--- src/rtl/crab_mem_pkg.sv ---
// Shared types and constants for the two-master memory arbiter.
package crab_mem_pkg;

  localparam int NUM_MASTERS = 2;

  typedef enum logic [1:0] {
    ST_IDLE,
    ST_ACCESS,
    ST_RD_RESP,
    ST_WR_RESP
  } state_t;

  typedef enum logic [1:0] {
    SIZE_BYTE,
    SIZE_HALF,
    SIZE_WORD
  } size_t;

  // Reserved size codes (011/110/111) fall through to word.
  function automatic size_t io_size(input logic [2:0] io_mode);
    case (io_mode)
      3'b000, 3'b100: io_size = SIZE_BYTE;
      3'b001, 3'b101: io_size = SIZE_HALF;
      default:        io_size = SIZE_WORD;
    endcase
  endfunction

endpackage

--- src/rtl/mem_arbiter_if.sv ---
// One master's request/response bus into the memory arbiter.
interface mem_arbiter_if;
  logic        addr_valid;
  logic [31:0] addr;
  logic        data_valid;
  logic [31:0] data;
  logic [2:0]  io_mode;
  logic        ack;
  logic        ready;
  logic [31:0] rdata;
  logic        write_done;

  modport master (
    output addr_valid, addr, data_valid, data, io_mode, ack,
    input  ready, rdata, write_done
  );

  modport slave (
    input  addr_valid, addr, data_valid, data, io_mode, ack,
    output ready, rdata, write_done
  );
endinterface

--- src/rtl/mem_strobe_gen.sv ---
// Byte-lane enables and lane-aligned write data for a sized store.
module mem_strobe_gen
  import crab_mem_pkg::*;
(
  input  logic [1:0]  addr_lo,
  input  logic [2:0]  io_mode,
  input  logic [31:0] data,
  output logic [3:0]  wstrb,
  output logic [31:0] wdata,
  output logic        misaligned
);

  always_comb begin
    wstrb      = 4'b1111;
    wdata      = data;
    misaligned = 1'b0;
    case (io_size(io_mode))
      SIZE_BYTE: begin
        wstrb = 4'b0001 << addr_lo;
        wdata = data << {addr_lo, 3'b000};
      end
      SIZE_HALF: begin
        wstrb      = 4'b0011 << {addr_lo[1], 1'b0};
        wdata      = data << {addr_lo[1], 4'b0000};
        misaligned = addr_lo[0];
      end
      default: misaligned = |addr_lo;
    endcase
  end

endmodule

--- src/rtl/mem_arbiter.sv ---
// Round-robin arbiter giving a core and a loader one-at-a-time access to a
// single-port RAM with sized writes and toggle-acknowledged read responses.
module mem_arbiter
  import crab_mem_pkg::*;
(
  input  logic        clk,
  input  logic        reset,
  mem_arbiter_if.slave m0,
  mem_arbiter_if.slave m1,
  output logic        ram_en,
  output logic        ram_we,
  output logic [29:0] ram_addr,
  output logic [31:0] ram_wdata,
  output logic [3:0]  ram_wstrb,
  input  logic [31:0] ram_rdata
);

  logic [NUM_MASTERS-1:0] req_valid, req_write, req_ack;
  logic [31:0] req_addr [NUM_MASTERS];
  logic [31:0] req_data [NUM_MASTERS];
  logic [2:0]  req_mode [NUM_MASTERS];

  assign req_valid = {m1.addr_valid, m0.addr_valid};
  assign req_write = {m1.data_valid, m0.data_valid};
  assign req_ack   = {m1.ack, m0.ack};
  assign req_addr[0] = m0.addr;
  assign req_addr[1] = m1.addr;
  assign req_data[0] = m0.data;
  assign req_data[1] = m1.data;
  assign req_mode[0] = m0.io_mode;
  assign req_mode[1] = m1.io_mode;

  state_t                 state_reg;
  logic                   grant_reg, last_grant_reg, ack_snap_reg;
  logic                   write_reg, rd_first_reg;
  logic                   ram_en_reg, ram_we_reg;
  logic [29:0]            ram_addr_reg;
  logic [31:0]            ram_wdata_reg;
  logic [3:0]             ram_wstrb_reg;
  logic [NUM_MASTERS-1:0] ready_reg, done_reg;
  logic [31:0]            rdata_reg [NUM_MASTERS];
  logic [31:0]            rdata_out [NUM_MASTERS];

  logic        next_grant;
  logic [3:0]  gen_wstrb;
  logic [31:0] gen_wdata;
  logic        gen_misaligned;

  always_comb begin
    next_grant = 1'b0;
    if (req_valid[0] && req_valid[1]) next_grant = ~last_grant_reg;
    else if (req_valid[1])            next_grant = 1'b1;
  end

  mem_strobe_gen u_strobe (
    .addr_lo    (req_addr[next_grant][1:0]),
    .io_mode    (req_mode[next_grant]),
    .data       (req_data[next_grant]),
    .wstrb      (gen_wstrb),
    .wdata      (gen_wdata),
    .misaligned (gen_misaligned)
  );

  always_ff @(posedge clk) begin
    if (reset) begin
      state_reg      <= ST_IDLE;
      grant_reg      <= 1'b0;
      last_grant_reg <= 1'b1;
      ack_snap_reg   <= 1'b0;
      write_reg      <= 1'b0;
      rd_first_reg   <= 1'b0;
      ram_en_reg     <= 1'b0;
      ram_we_reg     <= 1'b0;
      ram_addr_reg   <= '0;
      ram_wdata_reg  <= '0;
      ram_wstrb_reg  <= '0;
      ready_reg      <= '0;
      done_reg       <= '0;
      for (int i = 0; i < NUM_MASTERS; i++) rdata_reg[i] <= '0;
    end else begin
      case (state_reg)
        ST_IDLE: if (|req_valid) begin
          grant_reg      <= next_grant;
          last_grant_reg <= next_grant;
          ack_snap_reg   <= req_ack[next_grant];
          write_reg      <= req_write[next_grant];
          // A misaligned store completes without touching the RAM.
          ram_en_reg     <= ~(req_write[next_grant] & gen_misaligned);
          ram_we_reg     <= req_write[next_grant];
          ram_addr_reg   <= req_addr[next_grant][31:2];
          ram_wdata_reg  <= gen_wdata;
          ram_wstrb_reg  <= gen_wstrb;
          state_reg      <= ST_ACCESS;
        end
        ST_ACCESS: begin
          ram_en_reg <= 1'b0;
          ram_we_reg <= 1'b0;
          if (write_reg) begin
            done_reg[grant_reg] <= 1'b1;
            state_reg           <= ST_WR_RESP;
          end else begin
            ready_reg[grant_reg] <= 1'b1;
            rd_first_reg         <= 1'b1;
            state_reg            <= ST_RD_RESP;
          end
        end
        ST_RD_RESP: begin
          rd_first_reg <= 1'b0;
          if (rd_first_reg) rdata_reg[grant_reg] <= ram_rdata;
          if (req_ack[grant_reg] != ack_snap_reg) begin
            ready_reg[grant_reg] <= 1'b0;
            state_reg            <= ST_IDLE;
          end
        end
        ST_WR_RESP: if (!req_write[grant_reg]) begin
          done_reg[grant_reg] <= 1'b0;
          state_reg           <= ST_IDLE;
        end
        default: state_reg <= ST_IDLE;
      endcase
    end
  end

  // RAM data arrives in the first response cycle; show it directly until it is captured.
  genvar gi;
  generate
    for (gi = 0; gi < NUM_MASTERS; gi++) begin : g_rdata
      assign rdata_out[gi] = (rd_first_reg && grant_reg == 1'(gi)) ? ram_rdata : rdata_reg[gi];
    end
  endgenerate

  assign m0.ready      = ready_reg[0];
  assign m1.ready      = ready_reg[1];
  assign m0.write_done = done_reg[0];
  assign m1.write_done = done_reg[1];
  assign m0.rdata      = rdata_out[0];
  assign m1.rdata      = rdata_out[1];

  assign ram_en    = ram_en_reg;
  assign ram_we    = ram_we_reg;
  assign ram_addr  = ram_addr_reg;
  assign ram_wdata = ram_wdata_reg;
  assign ram_wstrb = ram_wstrb_reg;

endmodule

--- src/flat_wrapper.sv ---
// flat-port wrapper written by rule: the top's interface ports become plain ports
module mem_arbiter_flat import crab_mem_pkg::*;
  (clk, reset, ram_en, ram_we, ram_addr, ram_wdata, ram_wstrb, ram_rdata, m0_addr_valid, m0_addr, m0_data_valid, m0_data, m0_io_mode, m0_ack, m0_ready, m0_rdata, m0_write_done, m1_addr_valid, m1_addr, m1_data_valid, m1_data, m1_io_mode, m1_ack, m1_ready, m1_rdata, m1_write_done);
  mem_arbiter_if m0_i ();
  mem_arbiter_if m1_i ();
  input  logic clk;
  input  logic reset;
  output logic ram_en;
  output logic ram_we;
  output logic [29:0] ram_addr;
  output logic [31:0] ram_wdata;
  output logic [3:0] ram_wstrb;
  input  logic [31:0] ram_rdata;
  input wire logic [$bits(m0_i.addr_valid)-1:0] m0_addr_valid;
  input wire logic [$bits(m0_i.addr)-1:0] m0_addr;
  input wire logic [$bits(m0_i.data_valid)-1:0] m0_data_valid;
  input wire logic [$bits(m0_i.data)-1:0] m0_data;
  input wire logic [$bits(m0_i.io_mode)-1:0] m0_io_mode;
  input wire logic [$bits(m0_i.ack)-1:0] m0_ack;
  output wire logic [$bits(m0_i.ready)-1:0] m0_ready;
  output wire logic [$bits(m0_i.rdata)-1:0] m0_rdata;
  output wire logic [$bits(m0_i.write_done)-1:0] m0_write_done;
  input wire logic [$bits(m1_i.addr_valid)-1:0] m1_addr_valid;
  input wire logic [$bits(m1_i.addr)-1:0] m1_addr;
  input wire logic [$bits(m1_i.data_valid)-1:0] m1_data_valid;
  input wire logic [$bits(m1_i.data)-1:0] m1_data;
  input wire logic [$bits(m1_i.io_mode)-1:0] m1_io_mode;
  input wire logic [$bits(m1_i.ack)-1:0] m1_ack;
  output wire logic [$bits(m1_i.ready)-1:0] m1_ready;
  output wire logic [$bits(m1_i.rdata)-1:0] m1_rdata;
  output wire logic [$bits(m1_i.write_done)-1:0] m1_write_done;
  assign m0_i.addr_valid = m0_addr_valid;
  assign m0_i.addr = m0_addr;
  assign m0_i.data_valid = m0_data_valid;
  assign m0_i.data = m0_data;
  assign m0_i.io_mode = m0_io_mode;
  assign m0_i.ack = m0_ack;
  assign m0_ready = m0_i.ready;
  assign m0_rdata = m0_i.rdata;
  assign m0_write_done = m0_i.write_done;
  assign m1_i.addr_valid = m1_addr_valid;
  assign m1_i.addr = m1_addr;
  assign m1_i.data_valid = m1_data_valid;
  assign m1_i.data = m1_data;
  assign m1_i.io_mode = m1_io_mode;
  assign m1_i.ack = m1_ack;
  assign m1_ready = m1_i.ready;
  assign m1_rdata = m1_i.rdata;
  assign m1_write_done = m1_i.write_done;
  mem_arbiter u_core (.clk(clk), .reset(reset), .m0(m0_i), .m1(m1_i), .ram_en(ram_en), .ram_we(ram_we), .ram_addr(ram_addr), .ram_wdata(ram_wdata), .ram_wstrb(ram_wstrb), .ram_rdata(ram_rdata));
endmodule
--- config.mk ---
export PLATFORM = sky130hd
export DESIGN_NAME = mem_arbiter_flat
export DESIGN_NICKNAME = d
export VERILOG_FILES = /design/src/rtl/crab_mem_pkg.sv /design/src/rtl/mem_arbiter_if.sv /design/src/rtl/mem_strobe_gen.sv /design/src/rtl/mem_arbiter.sv /design/src/flat_wrapper.sv
export SDC_FILE = /design/constraint.sdc
export NUM_CORES = 1
export LEC_CHECK = 0
export ABC_AREA = 1
export CORE_MARGIN = 5
export CORE_UTILIZATION = 39
export DETAILED_ROUTE_END_ITERATION = 16
export PLACE_DENSITY = 0.77
export SYNTH_ARGS = -nofsm -noshare
export SYNTH_HDL_FRONTEND = slang
export SYNTH_SLANG_ARGS = --single-unit
--- constraint.sdc ---
create_clock -name clk -period 2.2 [get_ports clk]
set_clock_uncertainty 0.05 [all_clocks]
set_input_delay 0.44 -clock clk [delete_from_list [all_inputs] [get_ports clk]]
set_output_delay 0.44 -clock clk [all_outputs]
set_load 0.05 [all_outputs]
# Word-level counts from Yosys, hierarchy flattened
# Memory sizes are Yosys's and may differ from the RTL's.
# Cells that the tools add are included.
[word_totals]
elab_cells = 119
n_memories = 1
ramBits = 64
input_bits = 174
regBits = 79
out_inout_bits = 136
[op_classes]
n_bitwise = 10
reduce_logical = 21
mux = 53
n_lt_le_gt_ge = 4
eq_ne = 13
n_shift = 4
[memory_table]
columns = ["name", "depth", "word_bits", "rd", "rd_ports_with_merged_regs", "wr", "line_no", "text"]
rows = [
  ["u_core.rdata_reg", 2, 32, 2, 0, 2, "mem_arbiter.sv:41", "logic [31:0] rdata_reg [NUM_MASTERS];"],
]
[op_table]
columns = ["cell", "count"]
rows = [
  ["$mux 32", 9],
  ["$pmux 32 s2", 1],
  ["$shl 32x5->32", 2],
  ["$reduce_or 32->1", 1],
  ["$mux 1", 23],
  ["$mux 2", 7],
  ["$pmux 2 s2", 3],
  ["$mux 3", 3],
  ["$reduce_and 3->1", 3],
  ["$pmux 1 s2", 4],
  ["$pmux 2 s4", 1],
  ["$pmux 4 s2", 1],
  ["$reduce_or 2->1", 4],
  ["$eq 3x3->1 const B", 2],
  ["$ne 2x1->1 const B", 3],
  ["$reduce_and 2->1", 3],
  ["$reduce_bool 2->1", 3],
  ["$and 2x2->2", 2],
  ["$eq 2x1->1 const B", 2],
  ["$eq 2x2->1 const B", 2],
  ["$logic_and 1x1->1", 4],
  ["$logic_not 2->1", 2],
  ["$lt 1x2->1 const B", 2],
  ["$ne 2x2->1 const B", 2],
  ["other kinds (13)", 16],
]

# Longest topological paths before layout
# Gate-level depths: netlist of the first run.
[depth]
word_depth = 15
mapped_depth = 11
mapped_depth_nobuf = 11

# Cells and area by module
# From an unflattened synthesis of the first run, not the netlist that was laid out.
[hier_totals]
hier_cells = 1037
hier_area_um2 = 7480.9
[by_module_without_submodules]
columns = ["mod", "seq_area_each_um2", "cells_each", "area_each_um2", "instances"]
rows = [
  ["mem_arbiter", 3503.4, 858, 6541.3, 1],
  ["mem_strobe_gen", 0.0, 179, 939.7, 1],
]

# Least setup slack after synthesis of the first run
# Ideal clock, no wire load.
[synth_path]
kind = "flip-flop to output port"
startpoint = "register u_core.grant_reg"
endpoint = "output m0_rdata[0]"
n_path_buf = 2
setup_slack_ps = -319
path_stages_with_launch = 6
arrival_time_ps = 2029
t_required_ps = 1710
path_cell_list = "dfxtp_1 buf_2 inv_1 nand2_1 clkbuf_1 o21ai_0"
[synth_between]
elab_chain_len = 3
[synth_rtl]
columns = ["element", "line_no", "text"]
rows = [
  ["from (decl)", "mem_arbiter.sv:34", "logic grant_reg, last_grant_reg, ack_snap_reg;"],
  ["from (signal assigned)", "mem_arbiter.sv:83", "grant_reg <= next_grant;"],
  ["$not 1->1", "mem_arbiter.sv:128", "assign rdata_out[gi] = (rd_first_reg && grant_reg == 1'(gi)) ? ram_rdata : rdata_reg[gi];"],
  ["$logic_and 1x1->1", "mem_arbiter.sv:128", ""],
  ["$mux 32", "mem_arbiter.sv:128", ""],
  ["to (decl)", "flat_wrapper.sv:21", "output wire logic [$bits(m0_i.rdata)-1:0] m0_rdata;"],
]
# Every way passes these cells.

# Worst setup path after layout of the first run
[layout_path]
startpoint = "register u_core.ram_wdata_reg[28], in the netlist u_core.ram_wdata[28]"
endpoint = "output ram_wdata[28]"
[layout_lines]
columns = ["element", "line_no", "text"]
rows = [
  ["from (decl)", "mem_arbiter.sv:38", "logic [31:0] ram_wdata_reg;"],
  ["from (signal assigned)", "mem_arbiter.sv:91", "ram_wdata_reg <= gen_wdata;"],
  ["to (decl)", "flat_wrapper.sv:11", "output logic [31:0] ram_wdata;"],
]
# No word-level cell between the ends.

==> summary.md, run 1 <==
The floorplan has 50 rows. The run gives 0.479 as the sequential share of the synthesized area. The fraction of layout cells with a size suffix above 1 was 0.160; the number of vias in the routed layout was 7794.

The worst slack on hold paths was 0.398 ns. Category of cells accounting for the largest share of critical-path delay: buffers and inverters. The H-tree was split into 4 levels. Ratio of final minimum period to clock period: 0.965. The final routed DRC violation total is 0, and the number of antenna violations at the first check in global routing is 0. Global-route usage over all layers: 0.228. Hold repair after CTS inserted 0 buffers. The combined buffer and inverter count along the critical path came out at 1. The top-level I/O count came out at 310. The detail route stage leaves a number of antenna-violating nets equal to 0. CTS buffer count: 17. After detailed routing, the total wire length is 25.2 mm. Library cell used as clock root buffer: sky130_fd_sc_hd__clkbuf_16. The delay of the slowest critical-path stage is 0.83 ns, and the count of mapped cells out of synthesis is 980. The kind of critical path is flip-flop to output pin.

The tools report the total die area as 21600 um2. TritonCTS built the clock tree. Summing every instance area after synthesis gives 7310 um2. The tools report the startpoint type of the worst setup path as a flip-flop. The overall die width was 147 um. The biggest fanout along the worst timing path is 2, and the relative slew slack is 0.609.

0 antenna diodes ended up in the layout. Using the TritonRoute via totals, the vias-per-cell ratio works out to 5.04. The first routing iteration left 450 violations. Walking the worst path, the cells encountered are clkdlybuf4s50_1. The cell area power density was 1200 nW/um2; the detailed-router iteration count before antenna repair was 5. Average wire per cell in the routed design: 16.3 um. Entering global routing, the biggest net connects 76 pins. The run finished with clean final reports. Worst min-delay path category: flip-flop to flip-flop.

The tools report the count of final hold-check violations as 0. The critical path depth is 1, and the transition time of the tightest slew-check pin is 0.584 ns. Summed over all layers, the global routing overflow is 0. In the final design database the tool counted 1479 nets. The timing-limited maximum frequency is 471 MHz.

The tools report the number of setup buffers added after CTS as 0. Critical path's slowest cell: sky130_fd_sc_hd__clkdlybuf4s50_1. The first-pass GRT wire length is 39.5 mm, and the data arrival time of the critical path is 1.63 ns. Routability-driven placement finished with a final weighted congestion of 0.899. The run gives -0.125 ns as the setup slack after placement. The clock period could shrink to 2.12 ns.

Clock-pin slew was measured on the worst setup and hold paths at 0.06 ns. The logs give 0.000648 V for the largest vdd supply drop and 14800 uW for the total design power. For the number of failing setup endpoints in the final timing report, the log shows 0. Setup repair after global routing left no endpoint under its margin. At the worst endpoint, the required time is 1.71 ns. Synthesis produced a netlist with a net count of 1159. The synthesized flop and latch total is 143, and the clock latency on the worst-skew pair is 0.42 ns. The tools report the final core utilization as 0.666. Measured in cells, the most critical reg-to-reg path has a length of 9.

The synthesized area divided by synthesized cell count came out at 7.46 um2. The number of flip-flops in the largest register is 64. The static leakage was 0.00532 uW; the reported max-cap violation count was 0. The wire-length estimate of the detail-placed layout is 18.5 mm.

The floorplan step defined a core boundary enclosing 18600 um2. The number of pins exceeding their max-slew limit in the final report was 0. The cell count of the worst hold path was 2.

The via count of the first global-routing pass was 7574; the clock sink count was 143. The count of buffers added on input and output ports is 307. The number of unique standard cell types used by synthesis was 26; the number of warnings issued by yosys was 0. The die is 147 um tall. Setup slack after layout: 0.0762 ns. The element type at the critical path end was an output pin. The area growth from synthesis to layout is 69.3%. The initial core utilization came out at 0.393. The buffer levels on the longest clock path came out at 2.
## report_power, final
part	leakage [uW]	total (uW)	switching, uW	internal, uW
Clock	0.000304	3160	1140	2020
Sequential	0.00131	3660	307	3360
Combinational	0.00370	8020	5040	2980
## worst paths after layout
kind	start	endpoint	slack, ns
setup reg to reg	u_core.state_reg[0]	u_core.ram_wdata[29]	0.39
hold / removal	flip-flop	flip-flop	0.40
setup / recovery	u_core.ram_wdata[28]	ram_wdata[28]	0.08
hold reg to reg	flip-flop	flip-flop	0.40
## cell families (layout without fill, tap and decap cells)
kind of cell             after synthesis  count (layout)  share of synthesized area
AO/OA/AOI/OAI                        227             227                      0.162
adder cells (fa/ha/maj)                5               5                    0.00856
buffers and inverters                128             461                     0.0777
flip-flops                           143             143                      0.479
AND/OR/NAND/NOR                      477             477                      0.273
## metal layers
metal  up-vias  part of all wire  wire (um)  global-route usage
met5         -                 0          0                   0
met4         0             0.021        540              0.0704
met3        37             0.084       2120              0.0672
met2       305              0.49      12400               0.394
met1      3561              0.40      10100               0.274
li1       3891                 -          -                   -
## timing repair
item / in CTS / in global routing
gates resized for setup: 46 / 3
gates cloned: 1 / 0
endpoints found under the setup margin: 59 / 57
## metrics by stage
stage,std cells,setup TNS [ns],area [um2]
floorplan,980,-3.49,7310
global placement,1514,-0.305,11600
detailed placement,1514,-1.22,11600
CTS,1547,-0.0249,12400
global route,1547,0,12400
finish,1547,0,12400
## Yosys cell counts (all sizes together)
| cell | instances | share of area |
|---|---|---|
| buf | 29 | 0.027 |
| edfxtp | 64 | 0.26 |
| nand3 | 45 | 0.033 |
| o21ai | 131 | 0.090 |
| a31oi | 31 | 0.027 |
| nand4 | 10 | 0.0086 |
| nand3b | 3 | 0.0031 |
| nand2 | 336 | 0.18 |
| inv | 67 | 0.034 |
| a21oi | 65 | 0.046 |
| clkbuf | 32 | 0.016 |
| dfxtp | 79 | 0.22 |
| ha | 5 | 0.0086 |
| nor2 | 83 | 0.045 |
## placed cells by master, fill, tap and decap left out, drive strengths merged
cell type / Yosys / final
nand2: 336 / 336
clkdlybuf4s50: 0 / 239
o21ai: 131 / 131
buf: 29 / 123
nor2: 83 / 83
dfxtp: 79 / 79
inv: 67 / 68
a21oi: 65 / 65
edfxtp: 64 / 64
nand3: 45 / 45
a31oi: 31 / 31
clkbuf: 32 / 19
nand4: 10 / 10
ha: 5 / 5
bufinv: 0 / 5
clkinv: 0 / 4
nand3b: 3 / 3
clkinvlp: 0 / 3
## layout make-up
class                           count  area, um2
Timing Repair Buffer              362       4290
Sequential cell                   143       3510
Tap cell                          234        293
Clock inverter                     13        210
Inverter                           67        251
Clock buffer                       19        433
Multi-Input combinational cell    709       3390
Fill cell                        1474       6210
Note: power is estimated with default switching activity, not from simulation.
==> inputs of run 2 (changes only) <==
--- a/config.mk
+++ b/config.mk
@@ -12,4 +12,5 @@
 export PLACE_DENSITY = 0.77
 export SYNTH_ARGS = -nofsm -noshare
 export SYNTH_HDL_FRONTEND = slang
+export SYNTH_HIERARCHICAL = 1
 export SYNTH_SLANG_ARGS = --single-unit
==> run 2 against run 1 <==
  * Sequential power barely moved
  * Critical path depth is the same
  * Register-to-register slack got worse by 0.12 ns
  * Cell area decreased by 1.0%
==> summary.md, run 2 <==
The via count of the first global-routing pass was 7359 (was 7574); the post-detailed-route count of antenna-violating nets was 0 (unchanged). Count of mapped cells out of synthesis: 1034 (was 980). The required time reported for the critical path endpoint was 1.71 ns (about the same). TritonCTS built the clock tree. The relative area change from synthesis to final layout is 63.9% (was 69.3%). The tools report the number of vias in the routed layout as 7874 (was 7794). For the amount of wire on met2 after detailed routing, the log shows 12.2 mm (was 12.4 mm). The average wire per cell in the routed design is 15.8 um (was 16.3 um), and the final routed DRC violation total is 0 (unchanged). The worst min-delay path category is flip-flop to flip-flop (unchanged). The highest metal layer used by the detailed router is met4 (unchanged).

Worst path cell trace: clkdlybuf4s50_1 (unchanged). The total negative slack is 0 ns (unchanged). The tools report the number of fillers in the final layout as 1548 (was 1474). The number of non-filler instances in the completed layout is 1587 (was 1547). The number of I/O port buffers was 307 (unchanged); the length of routed wiring on met1 was 9.69 mm (was 10.1 mm). Commonest cells after routing, fill and taps aside: sky130_fd_sc_hd__nand2_1 (314), sky130_fd_sc_hd__clkdlybuf4s50_1 (241), sky130_fd_sc_hd__nor2_1 (171) (was sky130_fd_sc_hd__nand2_1 (319), sky130_fd_sc_hd__clkdlybuf4s50_1 (239), sky130_fd_sc_hd__nor2_1 (79)).

The final period demand of the worst path was 2.15 ns (was 2.12 ns); the buffer levels on the longest clock path was 2 (unchanged). Total die area: 22000 um2 (was 21600 um2). The tools report the top-level I/O count as 310 (unchanged). The register cell area after layout is 3510 um2 (about the same), and the setup slack after placement is -0.287 ns (was -0.125 ns). The number of flip-flops in the largest register is 64 (unchanged), and the average vias per placed instance is 4.96 (was 5.04). The tools report the core area as 18800 um2 (was 18600 um2). The starting DRC count in detailed routing is 535 (was 450), and the clock latency on the worst-skew pair is 0.41 ns (was 0.42 ns). For the maximum number of pins on one net before global-route repair, the log shows 76 (unchanged).

The overall die width is 148 um (was 147 um). The ratio of final minimum period to clock period was 0.978 (was 0.965). The clock transition time at the flip-flop clock pins of the worst setup and hold paths is 0.06 ns (about the same). For the CTS buffer count, the log shows 17 (unchanged). The logs give 0.27 ns (was 0.39 ns) for the reg2reg setup slack and 0.398 (was 0.393) for the initial core utilization.

Startpoint type of the worst setup path: a flip-flop (unchanged). Kind of critical path: flip-flop to output pin (unchanged). The tools report the antenna diode count as 0 (unchanged). The critical path's slowest cell is sky130_fd_sc_hd__clkdlybuf4s50_1 (unchanged). The run gives 0.0489 ns (was 0.0762 ns) as the setup slack after layout. The total global routing overflow was 0 (unchanged).

The detailed-router iteration count before antenna repair came out at 5 (unchanged). The run gives 6 (was 0) as the number of warnings issued by yosys. The global-route usage over all layers was 0.218 (was 0.228). The category of cells accounting for the largest share of critical-path delay was buffers and inverters (unchanged).

The detailed placer's ending HPWL is 18.6 mm (was 18.5 mm). The tools report the number of pins exceeding their max-slew limit in the final report as 0 (unchanged). The leading cell type in the layout, fill and taps excluded was sky130_fd_sc_hd__nand2_1 (unchanged). Element type at the critical path end: an output pin (unchanged). The clock sink count was 143 (unchanged). The tools report the worst flop-to-flop path endpoint as u_core/ram_wdata[14] (was u_core.ram_wdata[29]). The tools report the amount of wire on met3 after detailed routing as 2.49 mm (was 2.12 mm). The final RePlAce weighted congestion came out at 0.928 (was 0.899). The tools report the library cell used as clock root buffer as sky130_fd_sc_hd__clkbuf_16 (unchanged). The chip height came out at 148 um (was 147 um). The first-pass GRT wire length is 38.1 mm (was 39.5 mm), and the cell total after placement is 1554 (was 1514). The timing-limited maximum frequency was 465 MHz (was 471 MHz); the transition time of the tightest slew-check pin was 0.597 ns (was 0.584 ns). The logs give 50 (unchanged) for the number of cell rows and 12200 um2 (was 12400 um2) for the final instance area.

The cell area power density came out at 1160 nW/um2 (was 1200 nW/um2). The number of H-tree levels is 4 (unchanged). The run gives 0.394 ns (was 0.398 ns) as the worst slack on hold paths. The cell area after synthesis is 7470 um2 (was 7310 um2). The largest vdd supply drop is 0.000701 V (was 0.000648 V), and the relative slew slack is 0.601 (was 0.609). The logs give 0 (unchanged) for the count of final hold-check violations and 25.0 mm (was 25.2 mm) for the wire length after detailed routing.

Synthesized area divided by synthesized cell count: 7.22 um2 (was 7.46 um2). The startpoint of the most critical register-to-register path is u_core/last_grant_reg (was u_core.state_reg[0]). The fraction of layout cells with a size suffix above 1 came out at 0.134 (was 0.160). The cell area reported after detailed placement was 11600 um2 (about the same); the data arrival time of the critical path was 1.66 ns (was 1.63 ns). Biggest fanout along the worst timing path: 2 (unchanged). The combined buffer and inverter count along the critical path came out at 1 (unchanged). The delay of the slowest critical-path stage came out at 0.84 ns (was 0.83 ns). Total nets after synthesis: 1208 (was 1159). For the number of antenna violations at the first check in global routing, the log shows 0 (unchanged). The tools report the number of failing setup endpoints in the final timing report as 0 (unchanged).

The depth of the worst register-to-register path came out at 14 (was 9). The flow ran to the end, and the final reports show no timing, DRC or antenna violations. The static leakage is 0.00541 uW (was 0.00532 uW). Area used by multi-input combinational logic: 3370 um2 (was 3390 um2). Setup repair after global routing left no endpoint under its margin. The run gives 1514 (was 1479) as the final net count. The reported max-cap violation count was 0 (unchanged). The cell count of the worst hold path came out at 2 (unchanged).
run 2: worst max path at each step:
stage                                       to  slack, ns  depth (start not counted)                 from
final                             ram_wdata[8]       0.05                          1  u_core/ram_wdata[8]
after global routing              ram_wdata[9]      0.003                          1  u_core/ram_wdata[9]
after CTS                         m0_rdata[19]     0.0007                          4  u_core/rd_first_reg
after detailed placement  u_core/ram_wdata[27]      -0.29                         14        m1_addr_valid
after global placement    u_core/ram_wdata[30]      -0.24                         14        m1_addr_valid
after floorplan                   m0_rdata[10]      -0.31                          5     u_core/grant_reg
run 2: layer usage:
layer	track usage	vias up
met5	0	-
met4	0.0697	0
met3	0.0795	40
met2	0.380	343
met1	0.249	3528
li1	-	3963
run 2: power breakdown:
| group | total, uW | internal [uW] | switching [uW] |
|---|---|---|---|
| logic | 7650 | 2800 | 4850 |
| registers | 3660 | 3360 | 302 |
| clock network | 2860 | 1730 | 1130 |
run 2: timing repair:
item / CTS / global route
hold buffers: 0 / 0
endpoints found under the setup margin: 52 / 65
buffers inserted: 0 / 0
resized for setup: 12 / 32
gates cloned: 0 / 1
run 2: final cells by class:
class	count	area share
clock buffer	21	0.0403
clock inverter	11	0.00828
inverter	73	0.0228
multi-input combinational	750	0.275
sequential	143	0.286
tap	234	0.0239
timing repair buffer	355	0.343
run 2: tightest hold or removal path, stage by stage (launching register included):
cell and delay, ns:
sky130_fd_sc_hd__dfxtp_1 0.31, sky130_fd_sc_hd__inv_1 0.05, sky130_fd_sc_hd__a21oi_1 0.05
run 2: metrics by stage:
stage | utilization | power (uW)
6_report | 0.652 | 14200
5_1_grt | 0.652 | 14900
4_1_cts | 0.650 | 14200
3_5_place_dp | 0.617 | 11200
3_3_place_gp | 0.617 | 11200
2_1_floorplan | - | 8210
